File: src/rtl/fetch_pkg.sv
// Shared definitions for the PC/fetch sequencer: FSM state encoding,
// the sequential PC stride and default datapath widths.
package fetch_pkg;

    typedef enum logic [2:0] {
        IDLE   = 3'd0,
        REQ    = 3'd1,
        WAIT   = 3'd2,
        FULL   = 3'd3,
        HALTED = 3'd4
    } fetch_state_e;

    localparam int unsigned PC_INCR     = 4;
    localparam int unsigned DEF_ADDR_W  = 64;
    localparam int unsigned DEF_INSTR_W = 32;

endpackage

File: src/rtl/fetch_buffer.sv
// Single-entry holding register for one fetched instruction and its PC,
// presented to decode with valid/ready; flush wins over load and dequeue.
module fetch_buffer
    import fetch_pkg::*;
#(
    parameter int ADDR_W  = DEF_ADDR_W,
    parameter int INSTR_W = DEF_INSTR_W
) (
    input  logic               clk_i,
    input  logic               rst_i,
    input  logic               load_i,
    input  logic               flush_i,
    input  logic               deq_i,
    input  logic [INSTR_W-1:0] data_i,
    input  logic [ADDR_W-1:0]  pc_i,
    output logic               valid_o,
    output logic [INSTR_W-1:0] data_o,
    output logic [ADDR_W-1:0]  pc_o
);

    logic               valid_q, valid_d;
    logic [INSTR_W-1:0] data_q,  data_d;
    logic [ADDR_W-1:0]  pc_q,    pc_d;

    always_ff @(posedge clk_i or posedge rst_i) begin
        if (rst_i) begin
            valid_q <= 1'b0;
            data_q  <= '0;
            pc_q    <= '0;
        end else begin
            valid_q <= valid_d;
            data_q  <= data_d;
            pc_q    <= pc_d;
        end
    end

    always_comb begin
        valid_d = valid_q;
        data_d  = data_q;
        pc_d    = pc_q;
        if (flush_i) begin
            valid_d = 1'b0;
        end else if (load_i) begin
            valid_d = 1'b1;
            data_d  = data_i;
            pc_d    = pc_i;
        end else if (deq_i && valid_q) begin
            valid_d = 1'b0;
        end
    end

    assign valid_o = valid_q;
    assign data_o  = data_q;
    assign pc_o    = pc_q;

endmodule

File: src/rtl/pc_fetch_sequencer.sv
// Owns the architectural PC and sequences single-outstanding instruction
// fetches into a one-entry decode buffer, squashing wrong-path responses.
module pc_fetch_sequencer
    import fetch_pkg::*;
#(
    parameter int                ADDR_W   = DEF_ADDR_W,
    parameter int                INSTR_W  = DEF_INSTR_W,
    parameter logic [ADDR_W-1:0] RESET_PC = '0
) (
    input  logic               CLK,
    input  logic               Reset,
    output logic               imem_req_valid,
    input  logic               imem_req_ready,
    output logic [ADDR_W-1:0]  imem_req_addr,
    input  logic               imem_resp_valid,
    input  logic [INSTR_W-1:0] imem_resp_data,
    output logic               instr_valid,
    input  logic               instr_ready,
    output logic [INSTR_W-1:0] instr_data,
    output logic [ADDR_W-1:0]  instr_pc,
    input  logic               redirect_valid,
    input  logic [ADDR_W-1:0]  redirect_target,
    input  logic               halt,
    output logic [ADDR_W-1:0]  fetch_pc
);

    fetch_state_e      state_q, state_d;
    logic [ADDR_W-1:0] pc_q, pc_d;
    logic              squash_q, squash_d;
    logic              buf_load, buf_flush;
    logic              req_hs;
    logic [ADDR_W-1:0] redirect_pc;

    assign imem_req_valid = (state_q == REQ);
    assign imem_req_addr  = pc_q;
    assign fetch_pc       = pc_q;
    assign req_hs         = imem_req_valid && imem_req_ready;
    assign redirect_pc    = redirect_target & ~ADDR_W'(3);

    always_ff @(posedge CLK or posedge Reset) begin
        if (Reset) begin
            state_q  <= IDLE;
            pc_q     <= RESET_PC;
            squash_q <= 1'b0;
        end else begin
            state_q  <= state_d;
            pc_q     <= pc_d;
            squash_q <= squash_d;
        end
    end

    always_comb begin
        state_d   = state_q;
        pc_d      = pc_q;
        squash_d  = squash_q;
        buf_load  = 1'b0;
        buf_flush = 1'b0;
        case (state_q)
            IDLE: begin
                state_d = halt ? HALTED : REQ;
            end
            REQ: begin
                if (req_hs) begin
                    state_d  = WAIT;
                    // A redirect racing the accepted request makes its response stale.
                    squash_d = redirect_valid;
                end else if (halt) begin
                    state_d = HALTED;
                end
            end
            WAIT: begin
                if (imem_resp_valid) begin
                    if (squash_q || redirect_valid) begin
                        squash_d = 1'b0;
                        state_d  = halt ? HALTED : REQ;
                    end else begin
                        buf_load = 1'b1;
                        pc_d     = pc_q + ADDR_W'(PC_INCR);
                        state_d  = FULL;
                    end
                end else if (redirect_valid) begin
                    squash_d = 1'b1;
                end
            end
            FULL: begin
                if (redirect_valid) begin
                    buf_flush = 1'b1;
                    state_d   = halt ? HALTED : REQ;
                end else if (instr_ready) begin
                    state_d = halt ? HALTED : REQ;
                end
            end
            HALTED: begin
                if (!halt) begin
                    state_d = REQ;
                end
            end
            default: begin
                state_d = IDLE;
            end
        endcase
        // Redirect overrides any sequential PC advance in the same cycle.
        if (redirect_valid) begin
            pc_d = redirect_pc;
        end
    end

    fetch_buffer #(
        .ADDR_W (ADDR_W),
        .INSTR_W(INSTR_W)
    ) u_fetch_buffer (
        .clk_i  (CLK),
        .rst_i  (Reset),
        .load_i (buf_load),
        .flush_i(buf_flush),
        .deq_i  (instr_ready),
        .data_i (imem_resp_data),
        .pc_i   (pc_q),
        .valid_o(instr_valid),
        .data_o (instr_data),
        .pc_o   (instr_pc)
    );

endmodule

File: config.mk
export PLATFORM = sky130hd
export DESIGN_NAME = pc_fetch_sequencer
export DESIGN_NICKNAME = d
export VERILOG_FILES = /design/src/rtl/fetch_pkg.sv /design/src/rtl/fetch_buffer.sv /design/src/rtl/pc_fetch_sequencer.sv
export SDC_FILE = /design/constraint.sdc
export NUM_CORES = 1
export LEC_CHECK = 0
export ABC_AREA = 1
export CAP_MARGIN = 20
export CELL_PAD_IN_SITES_DETAIL_PLACEMENT = 0
export CELL_PAD_IN_SITES_GLOBAL_PLACEMENT = 2
export CORE_MARGIN = 3
export CORE_UTILIZATION = 26
export CTS_CLUSTER_DIAMETER = 30
export DETAILED_ROUTE_END_ITERATION = 8
export PLACE_DENSITY_LB_ADDON = 0.1
export SLEW_MARGIN = 20
export SYNTH_ARGS = -nofsm -noshare
export SYNTH_HDL_FRONTEND = slang
export SYNTH_SLANG_ARGS = --single-unit
File: constraint.sdc
create_clock -name CLK -period 17.8 [get_ports CLK]
set_input_delay 5.34 -clock CLK [delete_from_list [all_inputs] [get_ports CLK]]
set_output_delay 5.34 -clock CLK [all_outputs]
set_load 0.02 [all_outputs]
==> metrics <==
setup ws final=9.589 ns; final hold vios=0; Final Power=1.574 mW; Antenna Diode Count=0; RSZ-0062 raised after global routing=false; Site Rows=a little under 70; grt total ovfl=0; critical path arrival=~8.5 ns; main flop type after synthesis=dfrtp_1; YS warnings=0; wirelength, routed=about 37,000 um; Synth top area share=0.4382; share of layout cells above drive strength 1=0.06146; DR pass1 iterations=5; effective utilization at floorplan=0.2649; synthesized cell area=9195 um^2; total leakage power=~5.7 nW; Reg area=around 4000 um^2; Worst Hold Class=flop to flop; Avg Vias per Cell=approximately 4.5; setup violators final=0; H-tree level count=4; Die Y=194.1 um; worst-margin pin slew=slightly below 1 ns; cell taking the most area after synthesis=dfrtp_1; placer congestion estimate=0.8334; Seq/Total Area, Yosys=0.4382; vias in the first global route=~8.6k; f_max=0.1218 GHz; worst reg2reg setup slack=approximately 15 ns; worst rel slew slack=0.3371; critical path peak fanout=90; CTS tree=done; Root Buffer=clkbuf_16; area of the multi-input gates=a little over 4000 um^2; most common cell after layout, fill and taps aside=nand2_1; clock-pin slew on the worst setup and hold paths=roughly 0.06 ns; min-delay src=u_fetch_buffer.data_o[30]; initial antenna violation count=0; Tcrit/Tclk final=0.4613; Worst Setup End Kind=flop; CP required=18.12 ns; Remaining DRCs=0; min Tclk post-route=~8.2 ns; GRT Util Overall=0.1947; Layout Cell Area excl Fill=between 10,000 and 15,000 um^2; RR Endpoint=fetch_pc[22]; most frequent cells in the layout=469 x nand2_1, 319 x clkdlybuf4s50_1, 161 x dfrtp_1; EDFF count, synth=0; top cells by area, synth=dfrtp_1 44%, nand2_1 19%, buf_4 5.9%; Reg2Reg Depth=9; die area=approximately 38,000 um^2; Power Density=approximately 120 nW/um^2; number of placed I/O pins=approximately 330; Die W=194.1 um; pin count of the biggest net entering global routing=a little under 100; Cells after Synth=between 1k and 1.5k; post-route ant nets=0; Yosys cell types=between 40 and 50; Final nets=~1.6k; cts hold-fix bufs=0; Max-Cap Viols=0; status=finished, final reports clean; first-pass GRT wire length=55,870 um; routed wire length per instance=approximately 19 um; port bufs=320; Area after DPL=approximately 12,000 um^2; reg2reg start=state_q[2]; DR vias=slightly below 9k; Setup crit start kind=primary input; final-report max-slew violation count=0; Hold Path Stages=2; #FFs+latches synth=about 160; cts bufs inserted=17; Final Hold Slack=0.4740 ns; type of the worst setup path=primary input to flop; TritonCTS Sinks=~160; Setup WS pre-CTS=9.079 ns; Async S/R FF share, synth=1.000; clock skew=~0.011 ns; CORE AREA=between 30,000 and 40,000 um^2; Post-CTS Resized=0; clk buf depth=2; Peak supply drop=72.12 uV; Starting DRT DRC Count=around 460; DP Wirelength=about 27,000 um; Mean Syn Cell Area=~7.4 um^2; worst skew pair latency=approximately 0.45 ns; FILL cells=approximately 3.7k; setup TNS=0 ns; Hold Path End=u_fetch_buffer.data_o[30]; area grow syn2layout=40.11%; # Post-CTS Setup Buffers=0
cells in the mapped netlist (3+ instances only):
cell type / count
a21oi_1: 4
buf_2: 24
buf_4: 72
clkbuf_1: 13
dfrtp_1: 161
inv_1: 89
inv_2: 6
nand2_1: 469
nand2_2: 15
nand3_1: 67
nand3_2: 3
nand3b_1: 6
nand4_1: 23
nor2_1: 122
nor2_2: 14
nor2_4: 11
nor3_2: 3
o2111ai_1: 14
o211ai_1: 4
o21a_1: 3
o21ai_0: 65
o21ai_1: 10
o21bai_1: 4
o221ai_1: 4
o22ai_1: 7
or2_2: 3
xor2_1: 8
worst max-delay path, stage by stage:
cell and delay (ns):
buf_2 0.08, buf_4 0.61, nor2_2 0.15, nand3_4 0.14
buf_4 0.76, buf_4 0.72, nor2_1 0.21, a22oi_1 0.23
o211ai_1 0.11
cell type report:
type                            count  area share
Multi-Input combinational cell    885      0.3176
Sequential cell                   161      0.3127
Timing Repair Buffer              327      0.2523
Tap cell                          455     0.04419
Clock buffer                       23     0.03477
Inverter                           95     0.02807
Clock inverter                      6     0.01039
per-layer routing:
layer  vias to the layer above  share of wire  wire [um]  track usage
met5                         -              0          0            0
met4                         0          0.011        398      0.04415
met3                        20          0.050       1887      0.03684
met2                       240           0.45      16880       0.3037
met1                      4168           0.49      18210       0.2804
li1                       4378              -          -            -
stage by stage:
| step | utilization | cells |
|---|---|---|
| floorplan | - | 1253 |
| global placement | 0.3544 | 1923 |
| detailed placement | 0.3544 | 1923 |
| CTS | 0.3711 | 1952 |
| global route | 0.3711 | 1952 |
| finish | 0.3711 | 1952 |
cells by family after synthesis:
group,count (synthesis),synth area share
compound gates,123,0.08083
xor+xnor,8,0.007620
fa+ha+maj,1,0.001361
simple gates,747,0.3527
other cells,1,0.0004078
flops,161,0.4382
buf+inv,207,0.1189
worst max-delay path by stage:
stage | startpoint | to | slack [ns] | depth (start not counted)
final | redirect_valid | fetch_pc[22] | 9.59 | 9
after global routing | redirect_valid | fetch_pc[22] | 9.34 | 9
after CTS | redirect_valid | fetch_pc[22] | 9.54 | 9
after detailed placement | redirect_valid | fetch_pc[22] | 9.08 | 9
after global placement | redirect_valid | fetch_pc[22] | 9.14 | 9
after floorplan | Reset | fetch_pc[10] | 8.11 | 1
flip-flops by register name, indices dropped and copies added, names as in the netlist:
register / count
fetch_pc: 62
u_fetch_buffer.pc_o: 62
u_fetch_buffer.data_o: 32
state_q: 3
squash_q: 1
u_fetch_buffer.valid_o: 1
power by group:
part           total [mW]  internal [mW]  switching (mW)  leakage (nW)
Sequential          0.559          0.465          0.0943          2.07
Combinational       0.626          0.285           0.342          3.33
Clock               0.389          0.233           0.156         0.281
Total                1.57          0.982           0.592          5.69
No activity file was read; power rests on OpenSTA's default activity.
